==> src/rtl/clk_interval_pkg.sv <==
// Package: clk_interval_pkg
// Shared definitions for clk_interval_gen: FSM state encoding, the LFSR
// feedback polynomial taps and the default LFSR seed.
package clk_interval_pkg;

  // Sequencer states. The name of each state matches what the strobe
  // outputs show in that cycle.
  typedef enum logic [2:0] {
    S_IDLE  = 3'd0,
    S_START = 3'd1,
    S_WAIT  = 3'd2,
    S_STOP  = 3'd3,
    S_GAP   = 3'd4
  } state_t;

  // x^16 + x^14 + x^13 + x^11 + 1, shift-left Fibonacci form:
  // feedback = bit15 ^ bit13 ^ bit12 ^ bit10.
  localparam logic [15:0] LFSR_TAPS    = 16'hB400;
  localparam logic [15:0] DEFAULT_SEED = 16'hACE1;

endpackage

==> src/rtl/clk_interval_gen_if.sv <==
// Interface: clk_interval_gen_if
// Groups the configuration, control and strobe/status signals of
// clk_interval_gen.
//   master : drives cfg_interval, cfg_gap, cfg_count, go, abort;
//            observes start_o, stop_o, busy, done, sent_cnt, cur_interval,
//            state_dbg
//   slave  : the generator itself (directions reversed)
// Control handshake: go is a single-cycle request with no ready signal; it
// is accepted only when the generator is idle (busy low) and abort is low.
// abort needs no acknowledge and takes effect at the next clock edge.
// state_dbg exposes the sequencer state for checkers.
interface clk_interval_gen_if #(
  parameter int CW = 32,
  parameter int NW = 16
);
  logic [CW-1:0]           cfg_interval;
  logic [CW-1:0]           cfg_gap;
  logic [NW-1:0]           cfg_count;
  logic                    go;
  logic                    abort;
  logic                    start_o;
  logic                    stop_o;
  logic                    busy;
  logic                    done;
  logic [NW-1:0]           sent_cnt;
  logic [CW-1:0]           cur_interval;
  clk_interval_pkg::state_t state_dbg;

  modport master (
    output cfg_interval, cfg_gap, cfg_count, go, abort,
    input  start_o, stop_o, busy, done, sent_cnt, cur_interval, state_dbg
  );

  modport slave (
    input  cfg_interval, cfg_gap, cfg_count, go, abort,
    output start_o, stop_o, busy, done, sent_cnt, cur_interval, state_dbg
  );
endinterface

==> src/rtl/clk_interval_lfsr.sv <==
// Module: clk_interval_lfsr
// 16-bit Fibonacci LFSR supplying interval jitter. Advances by one step on
// each cycle en is high; jit is the low JW bits of the current state.
// Ports:
//   clk      in  clock
//   reset_n  in  asynchronous active-low reset (state <= SEED)
//   en       in  advance one step at this edge
//   jit      out JW-bit jitter value (current state, before advancing)
module clk_interval_lfsr
  import clk_interval_pkg::*;
#(
  parameter int          JW   = 4,
  parameter logic [15:0] SEED = DEFAULT_SEED
) (
  input  logic          clk,
  input  logic          reset_n,
  input  logic          en,
  output logic [JW-1:0] jit
);

  logic [15:0] lfsr_q;
  logic        fb;

  assign fb  = ^(lfsr_q & LFSR_TAPS);
  assign jit = lfsr_q[JW-1:0];

  always_ff @(posedge clk or negedge reset_n) begin
    if (!reset_n) begin
      lfsr_q <= SEED;
    end else if (en) begin
      lfsr_q <= {lfsr_q[14:0], fb};
    end
  end

endmodule

==> src/rtl/clk_interval_gen.sv <==
// Module: clk_interval_gen
// Transmit side of a start/stop cycle-measurement link. On go it emits a
// 1-cycle start strobe, then a 1-cycle stop strobe exactly N cycles later,
// waits G cycles, and repeats for cfg_count pairs (0 = until abort).
// Ports:
//   clk      in  single clock, posedge
//   reset_n  in  asynchronous active-low reset
//   bus      slave modport of clk_interval_gen_if (cfg_interval, cfg_gap,
//            cfg_count, go, abort in; start_o, stop_o, busy, done,
//            sent_cnt, cur_interval, state_dbg out)
// Optional feature macro: CLK_INTERVAL_GEN_JITTER_EN adds LFSR jitter of
// JW bits to N (saturating); without it N = max(cfg_interval,1).
module clk_interval_gen
  import clk_interval_pkg::*;
#(
  parameter int          CW   = 32,
  parameter int          NW   = 16,
  parameter int          JW   = 4,
  parameter logic [15:0] SEED = DEFAULT_SEED
) (
  input  logic               clk,
  input  logic               reset_n,
  clk_interval_gen_if.slave  bus
);

  state_t        state_q;
  logic          start_q, stop_q, busy_q, done_q;
  logic [NW-1:0] sent_q, count_q, sent_nxt;
  logic [CW-1:0] cur_q, n_base_q, g_q, cnt_q;
  logic [CW-1:0] n_src, n_eff;
  logic          last_pair, cnt_one;

  function automatic logic [CW-1:0] at_least_one(input logic [CW-1:0] v);
    return (v == '0) ? CW'(1) : v;
  endfunction

  assign sent_nxt  = sent_q + NW'(1);
  // A finite run ends when the pair whose stop is showing now is the last.
  assign last_pair = (count_q != '0) && (sent_nxt == count_q);
  assign cnt_one   = (cnt_q == CW'(1));
  // The interval for a new pair comes straight from config at go, and from
  // the latched copy for every later pair of the run.
  assign n_src     = (state_q == S_IDLE) ? at_least_one(bus.cfg_interval) : n_base_q;

`ifdef CLK_INTERVAL_GEN_JITTER_EN
  logic          start_evt;
  logic [JW-1:0] jit;
  logic [CW:0]   n_sum;

  // Mirrors every branch of the FSM below that raises start_q.
  always_comb begin
    start_evt = 1'b0;
    if (!bus.abort) begin
      if (state_q == S_IDLE)
        start_evt = bus.go;
      else if ((state_q == S_GAP) || (state_q == S_STOP && !last_pair))
        start_evt = cnt_one;
    end
  end

  clk_interval_lfsr #(
    .JW   (JW),
    .SEED (SEED)
  ) u_lfsr (
    .clk     (clk),
    .reset_n (reset_n),
    .en      (start_evt),
    .jit     (jit)
  );

  assign n_sum = {1'b0, n_src} + (CW+1)'(jit);
  assign n_eff = n_sum[CW] ? '1 : n_sum[CW-1:0];
`else
  localparam int          unused_jw   = JW;
  localparam logic [15:0] unused_seed = SEED;
  assign n_eff = n_src;
`endif

  // cnt_q holds the number of cycles left until the next strobe, counting
  // the current cycle; the strobe is launched at the edge where it reads 1.
  always_ff @(posedge clk or negedge reset_n) begin
    if (!reset_n) begin
      state_q  <= S_IDLE;
      start_q  <= 1'b0;
      stop_q   <= 1'b0;
      busy_q   <= 1'b0;
      done_q   <= 1'b0;
      sent_q   <= '0;
      count_q  <= '0;
      cur_q    <= '0;
      n_base_q <= '0;
      g_q      <= '0;
      cnt_q    <= '0;
    end else begin
      start_q <= 1'b0;
      stop_q  <= 1'b0;
      done_q  <= 1'b0;
      if (bus.abort) begin
        state_q <= S_IDLE;
        busy_q  <= 1'b0;
      end else begin
        case (state_q)
          S_IDLE: begin
            if (bus.go) begin
              n_base_q <= at_least_one(bus.cfg_interval);
              g_q      <= at_least_one(bus.cfg_gap);
              count_q  <= bus.cfg_count;
              sent_q   <= '0;
              busy_q   <= 1'b1;
              start_q  <= 1'b1;
              cnt_q    <= n_eff;
              cur_q    <= n_eff;
              state_q  <= S_START;
            end
          end
          S_START, S_WAIT: begin
            if (cnt_one) begin
              stop_q  <= 1'b1;
              cnt_q   <= g_q;
              state_q <= S_STOP;
            end else begin
              cnt_q   <= cnt_q - CW'(1);
              state_q <= S_WAIT;
            end
          end
          S_STOP: begin
            sent_q <= sent_nxt;
            if (last_pair) begin
              done_q  <= 1'b1;
              busy_q  <= 1'b0;
              state_q <= S_IDLE;
            end else if (cnt_one) begin
              start_q <= 1'b1;
              cnt_q   <= n_eff;
              cur_q   <= n_eff;
              state_q <= S_START;
            end else begin
              cnt_q   <= cnt_q - CW'(1);
              state_q <= S_GAP;
            end
          end
          S_GAP: begin
            if (cnt_one) begin
              start_q <= 1'b1;
              cnt_q   <= n_eff;
              cur_q   <= n_eff;
              state_q <= S_START;
            end else begin
              cnt_q <= cnt_q - CW'(1);
            end
          end
          default: begin
            state_q <= S_IDLE;
            busy_q  <= 1'b0;
          end
        endcase
      end
    end
  end

  assign bus.start_o      = start_q;
  assign bus.stop_o       = stop_q;
  assign bus.busy         = busy_q;
  assign bus.done         = done_q;
  assign bus.sent_cnt     = sent_q;
  assign bus.cur_interval = cur_q;
  assign bus.state_dbg    = state_q;

endmodule

==> src/flat_wrapper.sv <==
// flat-port wrapper written by rule: the top's interface ports become plain ports
module clk_interval_gen_flat import clk_interval_pkg::*;
#(
  parameter int          CW   = 32,
  parameter int          NW   = 16,
  parameter int          JW   = 4,
  parameter logic [15:0] SEED = DEFAULT_SEED
)
  (clk, reset_n, bus_cfg_interval, bus_cfg_gap, bus_cfg_count, bus_go, bus_abort, bus_start_o, bus_stop_o, bus_busy, bus_done, bus_sent_cnt, bus_cur_interval, bus_state_dbg);
  clk_interval_gen_if #(.CW(CW), .NW(NW)) bus_i ();
  input  logic clk;
  input  logic reset_n;
  input wire logic [$bits(bus_i.cfg_interval)-1:0] bus_cfg_interval;
  input wire logic [$bits(bus_i.cfg_gap)-1:0] bus_cfg_gap;
  input wire logic [$bits(bus_i.cfg_count)-1:0] bus_cfg_count;
  input wire logic [$bits(bus_i.go)-1:0] bus_go;
  input wire logic [$bits(bus_i.abort)-1:0] bus_abort;
  output wire logic [$bits(bus_i.start_o)-1:0] bus_start_o;
  output wire logic [$bits(bus_i.stop_o)-1:0] bus_stop_o;
  output wire logic [$bits(bus_i.busy)-1:0] bus_busy;
  output wire logic [$bits(bus_i.done)-1:0] bus_done;
  output wire logic [$bits(bus_i.sent_cnt)-1:0] bus_sent_cnt;
  output wire logic [$bits(bus_i.cur_interval)-1:0] bus_cur_interval;
  output wire logic [$bits(bus_i.state_dbg)-1:0] bus_state_dbg;
  assign bus_i.cfg_interval = bus_cfg_interval;
  assign bus_i.cfg_gap = bus_cfg_gap;
  assign bus_i.cfg_count = bus_cfg_count;
  assign bus_i.go = bus_go;
  assign bus_i.abort = bus_abort;
  assign bus_start_o = bus_i.start_o;
  assign bus_stop_o = bus_i.stop_o;
  assign bus_busy = bus_i.busy;
  assign bus_done = bus_i.done;
  assign bus_sent_cnt = bus_i.sent_cnt;
  assign bus_cur_interval = bus_i.cur_interval;
  assign bus_state_dbg = bus_i.state_dbg;
  clk_interval_gen #(.CW(CW), .NW(NW), .JW(JW), .SEED(SEED)) u_core (.clk(clk), .reset_n(reset_n), .bus(bus_i));
endmodule
==> config.mk <==
export PLATFORM = sky130hd
export DESIGN_NAME = clk_interval_gen_flat
export DESIGN_NICKNAME = d
export VERILOG_FILES = /design/src/rtl/clk_interval_pkg.sv /design/src/rtl/clk_interval_gen_if.sv /design/src/rtl/clk_interval_lfsr.sv /design/src/rtl/clk_interval_gen.sv /design/src/flat_wrapper.sv
export SDC_FILE = /design/constraint.sdc
export NUM_CORES = 1
export LEC_CHECK = 0
export CAP_MARGIN = 0
export CORE_UTILIZATION = 56
export DETAILED_ROUTE_END_ITERATION = 8
export GPL_ROUTABILITY_DRIVEN = 1
export PLACE_DENSITY = 0.9
export SLEW_MARGIN = 20
export SYNTH_ARGS = -nofsm -noshare
export SYNTH_HDL_FRONTEND = slang
export SYNTH_SLANG_ARGS = --single-unit
==> constraint.sdc <==
create_clock -name clk -period 3.6 [get_ports clk]
set_clock_uncertainty 0.1 [all_clocks]
set_input_delay 0.72 -clock clk [delete_from_list [all_inputs] [get_ports clk]]
set_output_delay 0.72 -clock clk [all_outputs]
set_load 0.02 [all_outputs]
==> flow_summary.ini <==
[worst_setup_path]
critical_path_class = register to register
arrival_ps = 3610
reg2reg_slack_ps = 260
critical_path.slowest_cell = or4_4
r2r_cells = 7
cp.depth = 7
critPathRequiredTime_ps = 3870
setup.worst_path.end_class = register
max_stage_delay_ps = 600
cp-start-kind = register
path_delay_family = simple AND/OR/NAND/NOR gates
cp_max_fo = 70
cp_num_buf_inv = 1
regToRegStartpoint = u_core.cnt_q[16]
r2r_end = u_core.bus.cur_interval[27]
crit_path_cell_trace = or4_4 > or3_4 > or3_2 > buf_4 > nor3_1 > o21ai_0 > nand3_1

[clocking]
clk_latency_ps = 440
clockRootBuffer = clkbuf_16
cts_buffers = 17
cts_tree = yes
cts_setup_buffers = 0
clk_path_buf_depth = 2
htreeDepth = 4
cts.sinks = 167
clk_pin_slew_ps = 70

[floorplanning]
die_h_um = 135
fp.dieArea_um2 = 18300
coreArea_um2 = 17300
rows = 48
fp.dieW_um = 135
ioPinCount = 139
floorplan.initialDensity_pct = 57.5

[cells_and_area]
nFillCells = 1256
nets = 1234
final_layout_size_suffix_gt1_share_pct = 15.1
n_antenna_cell = 0
final_cells = 1384
area_growth_pct = 22.6
layout_common_cells = 167 x dfrtp_1, 137 x clkdlybuf4s50_1, 97 x nor2_1, 89 x mux2_2, 69 x o21ai_0
mostFrequentLayoutCell = dfrtp_1

[timing]
timing.final.hold_violations = 0
slew_headroom_pct = 46.0
worst_pin_slew_ps = 802
slew_violations = 0
setup_viol = 0
rsz0062_at_grt = false
max_freq_mhz = 300
fin_setup_tns_ps = 0
fin_crit_ps = 3340
fin_crit_sh_pct = 92.7

[place]
gp_congestion = 0.942
port_buffers = 138
hpwl_um = 20000
dp.cells = 1353

[logic_synthesis]
synthFlopType = dfrtp_1
synth.avg_cell_area_um2 = 9.51
seq_area_frac_synth_pct = 42.0
synth_xor_area_share_pct = 3.17
synth_edf_count = 0
yosys.cell_types.count = 66
async_flop_share_pct = 100
synthCells = 1046
synth_compound_gate_area_share_pct = 17.7
yosysWarnings = 0
yosys.area_share.simple_pct = 17.7
ys_seq_elements = 167
synthMuxAreaShare_pct = 14.3
synth_top_family_by_area = compound AO/OA/AOI/OAI gates
syn_area_um2 = 9950
synth_nets = 1133
synthAdderAreaFrac_pct = 0.377

[detailed_routing]
wirelength_um = 29900
drt_iter0_drc = 1186
antenna_left = 0
drc = 0
vias_per_cell = 6.75
num_vias = 9336
dr.pass1.iters = 6
wl_per_cell_um = 21.6

[global_route]
gr-total-overflow = 0
grt_antenna_before_repair = 0
grt_first_pass_wirelength_um = 47100
grt_usage_pct = 33.1
grt_max_degree = 89
grt_pass1_vias = 8987

[pwr]
powerDensity_nw_per_um2 = 553
ir_drop_mv = 0.430
p_leak_nw = 4.56

[job]
drv_cap = 0

[hold_path]
hold_class = input port to asynchronous set/reset pin

[status]
status = completed
## synth_stat cells, types with 23 or more instances
library cell	instances	area, um2
mux2i_1	33	330
and3_1	36	225
a41oi_1	32	280
nor3_1	48	240
nor2_1	98	368
o21ai_0	69	345
nor4_1	34	213
nand3_1	41	205
nand2_1	30	113
clkbuf_1	60	225
a31oi_1	39	244
xnor2_1	23	201
mux2_2	89	1000
dfrtp_1	167	4180
## worst max-delay path by stage
stage | from | end | slack [ps]
finish | u_core.cnt_q[16] | u_core.bus.cur_interval[27] | 260
global route | u_core.bus.sent_cnt[0] | u_core.bus.cur_interval[27] | 20
CTS | u_core.bus.sent_cnt[0] | u_core.cnt_q[22] | 230
detailed placement | u_core.bus.sent_cnt[0] | u_core.cnt_q[22] | 250
global placement | u_core.cnt_q[16] | u_core.bus.state_dbg[0] | 460
floorplan | u_core.bus.sent_cnt[1] | u_core.cnt_q[10] | 340
## cell families after synthesis
group | count (synthesis)
simple gates | 338
fa+ha+maj | 3
flops | 167
buf+inv | 111
mux | 130
xor+xnor | 36
compound gates | 261
## power by group
group	internal [mW]	switching (mW)
clock	1.11	0.767
sequential	2.34	0.480
combinational	0.980	1.07
## registers in the layout (all words and copies together) (netlist names)
name                     cells
u_core.bus.busy              1
u_core.bus.cur_interval     32
u_core.bus.done              1
u_core.bus.sent_cnt         16
u_core.bus.start_o           1
u_core.bus.state_dbg         3
u_core.bus.stop_o            1
u_core.cnt_q                32
u_core.count_q              16
u_core.g_q                  32
u_core.n_base_q             32
## area by class of cell
type | count | area (um2) | share of cell area, %
multi-input combinational | 768 | 5340 | 43.8
sequential | 167 | 4180 | 34.3
timing repair buffer | 173 | 1720 | 14.1
clock buffer | 20 | 447 | 3.66
tap | 225 | 282 | 2.31
clock inverter | 11 | 150 | 1.23
inverter | 20 | 75.1 | 0.616
## timing repair
action | 4_1_cts | 5_1_grt
hold endpoints to repair | 0 | 0
setup endpoints to repair | 0 | 1
hold buffers | 0 | 0
resized for setup | 0 | 1
## metal layers
metal  global-route usage [%]  part of all wire [%]  up-vias  routed length (um)
met3                     7.59                   9.0      103                2680
met4                     17.4                   4.9        0                1450
met5                        0                     0        -                   0
met1                     41.1                    38     4527               11500
li1                         -                     -     4189                   -
met2                     53.8                    48      517               14200
## stage by stage
stage	util, %	instance area [um2]	worst slack (ps)	total power [mW]	hold WS [ps]
floorplan	-	9950	343	4.09	324
finish	70.5	12200	263	6.75	221
global route	70.5	12200	19.5	7.04	282
CTS	70.4	12200	232	6.70	254
global placement	67.0	11600	459	4.72	388
detailed placement	67.0	11600	254	4.83	396
Note: power is estimated with default switching activity, not from simulation.
